File: src/rtl/alu_iq_pkg.sv
// Shared types and constants for the ALU issue queue: entry layout, issue packet layout, defaults.
package alu_iq_pkg;

  localparam int unsigned DEPTH_DEF    = 4;
  localparam int unsigned TAGW_DEF     = 6;
  localparam int unsigned DATAW        = 32;
  localparam int unsigned CTRLW        = 3;
  localparam int unsigned PKTW         = 67;
  localparam int unsigned PKT_SRC1_LSB = 0;
  localparam int unsigned PKT_SRC2_LSB = 32;
  localparam int unsigned PKT_CTRL_LSB = 64;

  typedef struct packed {
    logic                valid;
    logic [TAGW_DEF-1:0] rob_num;
    logic [CTRLW-1:0]    ctrl;
    logic [DATAW-1:0]    src1;
    logic [DATAW-1:0]    src2;
    logic                rdy1;
    logic                rdy2;
    logic [TAGW_DEF-1:0] tag1;
    logic [TAGW_DEF-1:0] tag2;
  } iq_entry_t;

  function automatic logic [PKTW-1:0] pack_pkt(input logic [CTRLW-1:0] ctrl,
                                               input logic [DATAW-1:0] src2,
                                               input logic [DATAW-1:0] src1);
    logic [PKTW-1:0] p;
    p = '0;
    p[PKT_CTRL_LSB +: CTRLW] = ctrl;
    p[PKT_SRC2_LSB +: DATAW] = src2;
    p[PKT_SRC1_LSB +: DATAW] = src1;
    return p;
  endfunction

endpackage

File: src/rtl/alu_iq_select.sv
// Oldest-first priority picker: lowest set request bit wins; one-hot grant plus its index.
module alu_iq_select #(
  parameter int unsigned N  = 4,
  parameter int unsigned IW = (N > 1) ? $clog2(N) : 1
) (
  input  logic [N-1:0]  req,
  output logic [N-1:0]  grant,
  output logic [IW-1:0] idx,
  output logic          any
);

  always_comb begin
    grant = '0;
    idx   = '0;
    any   = 1'b0;
    for (int unsigned i = 0; i < N; i++) begin
      if (req[i] && !any) begin
        grant[i] = 1'b1;
        idx      = IW'(i);
        any      = 1'b1;
      end
    end
  end

endmodule

File: src/rtl/alu_issue_queue.sv
// Collapsing, age-ordered ALU issue queue with CDB wakeup and a registered issue port.
// Define ALU_IQ_WAKEUP_FWD_EN to let a CDB wakeup issue in the same cycle (data forwarded).
module alu_issue_queue
  import alu_iq_pkg::*;
#(
  parameter int unsigned DEPTH = DEPTH_DEF,
  parameter int unsigned TAGW  = TAGW_DEF
) (
  input  logic             clk,
  input  logic             rst,
  input  logic             flush,
  input  logic             disp_valid,
  output logic             disp_ready,
  input  logic [TAGW-1:0]  disp_rob_num,
  input  logic [2:0]       disp_ctrl,
  input  logic [31:0]      disp_src1,
  input  logic [31:0]      disp_src2,
  input  logic             disp_src1_rdy,
  input  logic             disp_src2_rdy,
  input  logic [TAGW-1:0]  disp_src1_tag,
  input  logic [TAGW-1:0]  disp_src2_tag,
  input  logic             cdb_valid,
  input  logic [TAGW-1:0]  cdb_tag,
  input  logic [31:0]      cdb_data,
  output logic             alu_iss,
  output logic [66:0]      alu_data,
  output logic [TAGW-1:0]  alu_rob_num
);

  localparam int unsigned CNTW = $clog2(DEPTH + 1);
  localparam int unsigned IW   = (DEPTH > 1) ? $clog2(DEPTH) : 1;

  iq_entry_t        q     [DEPTH];
  iq_entry_t        wk    [DEPTH];
  iq_entry_t        q_nxt [DEPTH];
  iq_entry_t        new_ent;
  iq_entry_t        iss_ent;
  logic [CNTW-1:0]  count, count_after, count_nxt;
  logic [DEPTH-1:0] req, grant;
  logic [IW-1:0]    sel_idx;
  logic             sel_any;
  logic             dispatch;
  logic             shift;

  assign disp_ready = (count < CNTW'(DEPTH));
  assign dispatch   = disp_valid && disp_ready && !flush;

  // Wakeup: only operands still waiting capture the broadcast.
  always_comb begin
    for (int unsigned i = 0; i < DEPTH; i++) begin
      wk[i] = q[i];
      if (cdb_valid && q[i].valid) begin
        if (!q[i].rdy1 && q[i].tag1 == cdb_tag) begin
          wk[i].rdy1 = 1'b1;
          wk[i].src1 = cdb_data;
        end
        if (!q[i].rdy2 && q[i].tag2 == cdb_tag) begin
          wk[i].rdy2 = 1'b1;
          wk[i].src2 = cdb_data;
        end
      end
    end
  end

  always_comb begin
    new_ent         = '0;
    new_ent.valid   = 1'b1;
    new_ent.rob_num = disp_rob_num;
    new_ent.ctrl    = disp_ctrl;
    new_ent.src1    = disp_src1;
    new_ent.src2    = disp_src2;
    new_ent.rdy1    = disp_src1_rdy;
    new_ent.rdy2    = disp_src2_rdy;
    new_ent.tag1    = disp_src1_tag;
    new_ent.tag2    = disp_src2_tag;
    if (cdb_valid && !disp_src1_rdy && disp_src1_tag == cdb_tag) begin
      new_ent.rdy1 = 1'b1;
      new_ent.src1 = cdb_data;
    end
    if (cdb_valid && !disp_src2_rdy && disp_src2_tag == cdb_tag) begin
      new_ent.rdy2 = 1'b1;
      new_ent.src2 = cdb_data;
    end
  end

  always_comb begin
    for (int unsigned i = 0; i < DEPTH; i++) begin
`ifdef ALU_IQ_WAKEUP_FWD_EN
      req[i] = wk[i].valid && wk[i].rdy1 && wk[i].rdy2;
`else
      req[i] = q[i].valid && q[i].rdy1 && q[i].rdy2;
`endif
    end
  end

  alu_iq_select #(.N(DEPTH), .IW(IW)) u_select (
    .req   (req),
    .grant (grant),
    .idx   (sel_idx),
    .any   (sel_any)
  );

`ifdef ALU_IQ_WAKEUP_FWD_EN
  assign iss_ent = wk[sel_idx];
`else
  assign iss_ent = q[sel_idx];
`endif

  // Collapse: entries at or above the granted slot take their younger neighbour,
  // then a dispatch lands in the first slot free after the collapse.
  always_comb begin
    shift = 1'b0;
    for (int unsigned i = 0; i < DEPTH; i++) begin
      shift = shift | grant[i];
      if (shift) begin
        if (i + 1 < DEPTH) q_nxt[i] = wk[i+1];
        else               q_nxt[i] = '0;
      end else begin
        q_nxt[i] = wk[i];
      end
    end
    count_after = count - CNTW'(sel_any);
    if (dispatch) begin
      for (int unsigned i = 0; i < DEPTH; i++) begin
        if (i == 32'(count_after)) q_nxt[i] = new_ent;
      end
    end
    count_nxt = count_after + CNTW'(dispatch);
  end

  always_ff @(posedge clk or posedge rst) begin
    if (rst) begin
      q           <= '{default: '0};
      count       <= '0;
      alu_iss     <= 1'b0;
      alu_data    <= '0;
      alu_rob_num <= '0;
    end else if (flush) begin
      q       <= '{default: '0};
      count   <= '0;
      alu_iss <= 1'b0;
    end else begin
      q       <= q_nxt;
      count   <= count_nxt;
      alu_iss <= sel_any;
      if (sel_any) begin
        alu_data    <= pack_pkt(iss_ent.ctrl, iss_ent.src2, iss_ent.src1);
        alu_rob_num <= iss_ent.rob_num;
      end
    end
  end

endmodule
File: config.mk
export PLATFORM = sky130hd
export DESIGN_NAME = alu_issue_queue
export DESIGN_NICKNAME = d
export VERILOG_FILES = /design/src/rtl/alu_iq_pkg.sv /design/src/rtl/alu_iq_select.sv /design/src/rtl/alu_issue_queue.sv
export SDC_FILE = /design/constraint.sdc
export NUM_CORES = 2
export LEC_CHECK = 0
export CORE_MARGIN = 2
export CORE_UTILIZATION = 25
export CTS_BUF_LIST = sky130_fd_sc_hd__clkbuf_8
export CTS_CLUSTER_DIAMETER = 120
export DETAILED_ROUTE_END_ITERATION = 16
export PLACE_DENSITY_LB_ADDON = 0.05
export SETUP_SLACK_MARGIN = 0.15
export SLEW_MARGIN = 20
export SYNTH_ARGS = -nofsm -noshare
export SYNTH_HDL_FRONTEND = slang
export SYNTH_SLANG_ARGS = --single-unit
File: constraint.sdc
create_clock -name clk -period 39.2 [get_ports clk]
set_clock_uncertainty 0.1 [all_clocks]
set_input_delay 5.88 -clock clk [delete_from_list [all_inputs] [get_ports clk]]
set_output_delay 5.88 -clock clk [all_outputs]
set_load 0.01 [all_outputs]
* Yosys cells after proc, flatten, opt, wreduce, memory -nomap -nowiden *
Cells that the tools add are included.

word-level totals
  register bits = 429

cells by class
  $add $sub $neg = 2
  magnitude comparators = 2
  equality and inequality tests = 13
  muxes and demuxes = 49
  bitwise gates (word level) = 5
  reductions and logical operators = 45

operator list
  cell                count
  $mux 352            2
  $mux 88             8
  $mux 32             10
  $mux 66             4
  $bmux 88 s2         1
  $mux 87             2
  $eq 6x6->1          10
  $logic_and 1x1->1   29
  $mux 1              19
  $logic_not 1->1     14
  $eq 2x3->1 const A  2
  $mux 2              2
  $add 3x1->3         1
  $eq 1x3->1 const A  1
  $ge 3x3->1 const B  1
  $logic_not 3->1     1
  $lt 3x3->1 const B  1
  $mux 3              1
  $not 2->3           1
  $or 1x1->1          3
  $sub 3x1->3         1
  $reduce_and 2->1    1
  $not 1->1           1

* Logic depth before layout (Yosys ltp) *
  depth in word-level cells = 17
  depth in mapped cells = 16

* Hierarchy *
Synthesis repeated with hierarchy kept, for this count alone.

unflattened totals
  cell total of the unflattened synthesis = 2794
  area, all modules = 26495.4 um^2

modules (own cells, without submodules)
  module           instances  cells an instance  area an instance (um^2)  seq. area each (um^2)
  alu_issue_queue  1          2783               26434.1                  10735.3
  alu_iq_select    1          11                 61.3                     0.0

* Least setup slack after synthesis *
No wires, ideal clock.

  path type = input -> register
  start point = in cdb_tag[1]
  end point = reg q[280] (netlist bit)
  library setup time = 0.135 ns
  arrival = 7.576 ns
  data required time = 38.965 ns
  slack = 31.389 ns
  stages on the path = 8
  path buffers = 3
  cell sequence = buf_4 xor2_1 or4_1 or3_1 clkbuf_1 clkbuf_1 a21oi_1 o22ai_1

between the ends
  cells in the longest elaborated chain, start to end = 8
  elaborated cells on any way between the ends = 15
  those cells by class = eq/ne: 3; mux: 9; reduce/logical: 3

ends and longest elaborated chain
  what                  line                    source
  start, declared       alu_issue_queue.sv:23   input logic [TAGW-1:0] cdb_tag,
  $eq 6x6->1            alu_issue_queue.sv:57   if (!q[i].rdy2 && q[i].tag2 == cdb_tag) begin
  $logic_and 1x1->1     alu_issue_queue.sv:57
  $mux 32               alu_issue_queue.sv:57
  $mux 66               alu_issue_queue.sv:52   if (cdb_valid && q[i].valid) begin
  $mux 88               alu_issue_queue.sv:115  if (shift) begin
  $mux 88               alu_issue_queue.sv:125  if (i == 32'(count_after)) q_nxt[i] = new_ent;
  $mux 352 *            alu_issue_queue.sv:123  if (dispatch) begin
  $mux 352 *            alu_issue_queue.sv:138  end else if (flush) begin
  end signal, assigned  alu_issue_queue.sv:143  q <= q_nxt;
  end, declared         alu_issue_queue.sv:33   iq_entry_t q [DEPTH];

Mark *: on every way between the ends. The rest lies on a longest branch, timed or not.
A chain may end at the register's enable or synchronous reset.

* Final worst setup path *
  start point = in flush
  end point = reg q[330] (netlist bit)

between the ends
  cells in the longest elaborated chain, start to end = 4

ends and longest elaborated chain
  what               line                    source
  start, declared    alu_issue_queue.sv:11   input logic flush,
  $logic_not 1->1    alu_issue_queue.sv:46   assign dispatch = disp_valid && disp_ready && !flush;
  $logic_and 1x1->1  alu_issue_queue.sv:46
  $mux 352           alu_issue_queue.sv:123
  $mux 352 *         alu_issue_queue.sv:138

Marks and branches as above.

==> key figures <==
Route
  • Residual DRC: 0
  • Final wirelength: 141000 µm
  • Overall via count from detail_route: 26700
  • Initial DRT Pass Iterations: 6
  • Post-DR wirelength/cell: 32.2 µm
  • Avg Vias per Cell: 6.09
  • Final ANT Viol Nets: 0
  • Starting DRC count in detailed routing: 2286

Setup path
  • CP Capture Type: register
  • Max stage delay cell, worst path: sky130_fd_sc_hd__and2_2
  • Arrival time at the worst endpoint: 9650 ps
  • Category of the critical setup timing path: primary input to register
  • Worst path most repeated cell: sky130_fd_sc_hd__buf_4
  • Critical Path Source Type: primary input
  • Cell breakdown of the critical path: clkbuf_8 > nor3_1 > nand4_1 > buf_4 > and2_2 > buf_4 > o221ai_1 > o22ai_1
  • Required time of the critical path: 39730 ps
  • Max stage delay on crit path: 870 ps
  • Maximum fanout encountered on the critical timing path: 71

Global route
  • Total overflow reported by the global router: 0
  • Overall Global Routing Usage: 25.2%
  • Wire length of the first global-routing pass: 201000 µm
  • Vias in the first global route: 27600
  • Initial antenna violation count: 10
  • Pin count of the biggest net entering global routing: 121

STA
  • Slew Viols, Final: 0
  • Achievable clock frequency: 0.110 GHz
  • Sum of negative setup slack: 0 ps
  • Unrepaired setup endpoints after global routing: no
  • Worst-case headroom to the max-slew limit: 21.2%
  • Transition at the pin with the smallest max-transition slack: 1180 ps
  • Final Cycle Share: 23.3%
  • Setup WS post-layout: 30080 ps
  • Min cycle time layout: 9120 ps
  • Hold violation total from the final report: 0
  • Final Setup Violations: 0

Place
  • Post-detail-place hpwl: 76900 µm
  • Count of port buffers added during placement: 204
  • Routability Congestion: 0.793
  • Post-place setup slack: 29420 ps

Synth
  • EDFF count, synth: 0
  • Leading register cell type out of synthesis: sky130_fd_sc_hd__dfrtp_1
  • Number of instances in the synthesized netlist: 2924
  • Syn Std Cell Area: 26700 µm²
  • Dominant cell type by area after synthesis: sky130_fd_sc_hd__dfrtp_1
  • Avg Inst Size Synth: 9.12 µm²
  • Top post-synthesis cells by area: sky130_fd_sc_hd__dfrtp_1 (40%), sky130_fd_sc_hd__mux2i_1 (6.7%), sky130_fd_sc_hd__o221ai_1 (4.6%)
  • Sequential element share of the synthesized area: 40.2%
  • Synth warnings: 0
  • Area fraction of the dominant cell type after synthesis: 40.2%
  • FFs w/ async S/R, synth: 100%
  • FF+latch count, synth: 429
  • Number of distinct library cells after synthesis: 58
  • Syn Nets: 3057

Run
  • # Max-Cap Violations: 0

Finish
  • Share of layout cells above drive strength 1: 10.2%
  • Final Util: 29.8%
  • Layout fillers: 11000
  • Area Overhead vs Synth: 17.7%
  • Area occupied by multi-input gates: 14200 µm²
  • FF/Latch Area: 10700 µm²
  • Final layout net count: 3051

Die
  • Effective utilization at floorplan: 25.3%
  • Chip Height: 331 µm
  • Placeable core region: 106000 µm²
  • I/O pin count: 205
  • DIE AREA: 109000 µm²
  • Die Width: 331 µm
  • Floorplan row count: 119

Clock tree
  • Inserted Clock Buffers: 89
  • Clock tree from TritonCTS: yes
  • H-Tree Depth: 3
  • Post-CTS Setup Repair Bufs: 0
  • Cts hold-fix bufs: 0
  • Number of cells upsized or downsized after cts: 0
  • Clock Tree Root: sky130_fd_sc_hd__clkbuf_8
  • Clock-pin slew on the worst setup and hold paths: 60 ps
  • Max Root-Sink Buffers: 3
  • Clock net sink count: 429
  • Clock insertion delay at the later pin of the skew report: 750 ps

Run status
  • Outcome: finished clean

Power and ir drop
  • Static leakage: 0.0125 µW
  • Pwr/cell area: 34.7 nW/µm²
  • Worst vdd ir: 0.0000201 V

Min path
  • Min-delay worst type: register to register
-- per-layer routing --
metal	vias up	track usage, %	routed length (µm)
met5	-	0	45
met3	303	4.44	9380
li1	11300	-	-
met1	13800	33.6	60900
met4	6	11.7	6530
met2	1291	39.5	64100
-- worst max-delay path: cells and delay by family --
family / cells / cell delay [ps]
AO/OA/AOI/OAI: 2 / 490
buffers and inverters: 3 / 1830
AND/OR/NAND/NOR: 3 / 1240
-- Yosys cell counts, types with 42 or more instances --
cell type and instances:
sky130_fd_sc_hd__a31oi_1 97, sky130_fd_sc_hd__nor2_1 194, sky130_fd_sc_hd__buf_2 65, sky130_fd_sc_hd__nand2_1 213, sky130_fd_sc_hd__a311oi_1 63, sky130_fd_sc_hd__o21ai_0 123
sky130_fd_sc_hd__a21oi_1 104, sky130_fd_sc_hd__clkbuf_1 274, sky130_fd_sc_hd__inv_1 109, sky130_fd_sc_hd__dfrtp_1 429, sky130_fd_sc_hd__o22ai_1 99, sky130_fd_sc_hd__a21boi_0 64
sky130_fd_sc_hd__o221ai_1 139, sky130_fd_sc_hd__and3_1 43, sky130_fd_sc_hd__nor3_1 42, sky130_fd_sc_hd__o32ai_1 70, sky130_fd_sc_hd__a211oi_1 64, sky130_fd_sc_hd__mux2i_1 178
-- power breakdown --
group / switching (µW) / internal (µW)
clock network: 225 / 252
logic: 94.5 / 45.5
registers: 12.9 / 460
total: 333 / 757
-- placed cells by master (no fill, tap or decap), drive strengths merged, types with 7 or more instances in the layout --
cell type,netlist,routed
o211ai,32,32
dfrtp,429,429
o31a,32,32
a21o,34,34
a22oi,21,21
nand2,213,213
a21oi,104,104
inv,109,143
xor2,29,29
nand4,38,38
nand3,14,14
o22ai,99,99
o32ai,70,70
a221oi,64,64
mux2i,178,178
and3,43,43
a311oi,63,63
clkdlybuf4s50,0,203
o311ai,32,32
o221ai,169,169
clkinv,1,7
and2,9,9
o21a,33,33
a41oi,32,32
a31oi,97,97
clkbuf,277,112
nor3,44,44
nor4,38,38
a211oi,64,64
nor2,194,194
xnor2,32,32
a21boi,64,64
o21ai,134,134
buf,100,77
-- state kept, by name (all words and copies together) (netlist names) --
register     flops
alu_iss          1
count            3
alu_data        67
q              352
alu_rob_num      6
-- cell type report --
| type | instances | area share (%) |
|---|---|---|
| Clock buffer | 111 | 4.86 |
| Inverter | 110 | 1.34 |
| Timing Repair Buffer | 281 | 8.40 |
| Sequential cell | 429 | 34.2 |
| Tap cell | 1391 | 5.54 |
| Antenna cell | 3 | 0.0239 |
| Multi-Input combinational cell | 2007 | 45.1 |
| Clock inverter | 43 | 0.574 |
-- path summary, 6_finish.rpt --
| check | slack (ps) | end | start | cells past startpoint |
|---|---|---|---|---|
| worst max-delay path | 30080 | q[330]$_DFF_PP0_ | flush | 8 |
| min in group asynchronous | 5630 | alu_data[8]$_DFFE_PP0P_ | rst | 2 |
| worst min-delay path | 390 | alu_data[14]$_DFFE_PP0P_ | alu_data[14]$_DFFE_PP0P_ | 2 |
| worst max register to register | 32760 | q[51]$_DFF_PP0_ | q[188]$_DFF_PP0_ | 13 |
| max in group asynchronous | 30680 | q[200]$_DFF_PP0_ | rst | 5 |
| worst min register to register | 390 | alu_data[14]$_DFFE_PP0P_ | alu_data[14]$_DFFE_PP0P_ | 2 |
-- metrics by stage --
| stage | total power [µW] | instance area, µm² | std cells | hold WS [ps] |
|---|---|---|---|---|
| global placement | 618 | 29700 | 4218 | 380 |
| finish | 1090 | 31400 | 4375 | 390 |
| CTS | 1100 | 31400 | 4372 | 394 |
| global route | 1140 | 31400 | 4373 | 413 |
| floorplan | 553 | 26700 | 2924 | 412 |
| detailed placement | 620 | 29700 | 4218 | 381 |
-- cell families (layout without fill, tap and decap cells) --
logic type	Yosys count	count (layout)	share of synthesized area, %
AO/OA/AOI/OAI	1154	1154	33.1
other	0	3	0
flip-flops	429	429	40.2
AND/OR/NAND/NOR	611	611	10.4
buffers and inverters	488	545	7.41
XOR/XNOR	61	61	2.00
adder cells (fa/ha/maj)	3	3	0.141
multiplexers	178	178	6.68
Note: power is estimated with default switching activity, not from simulation.
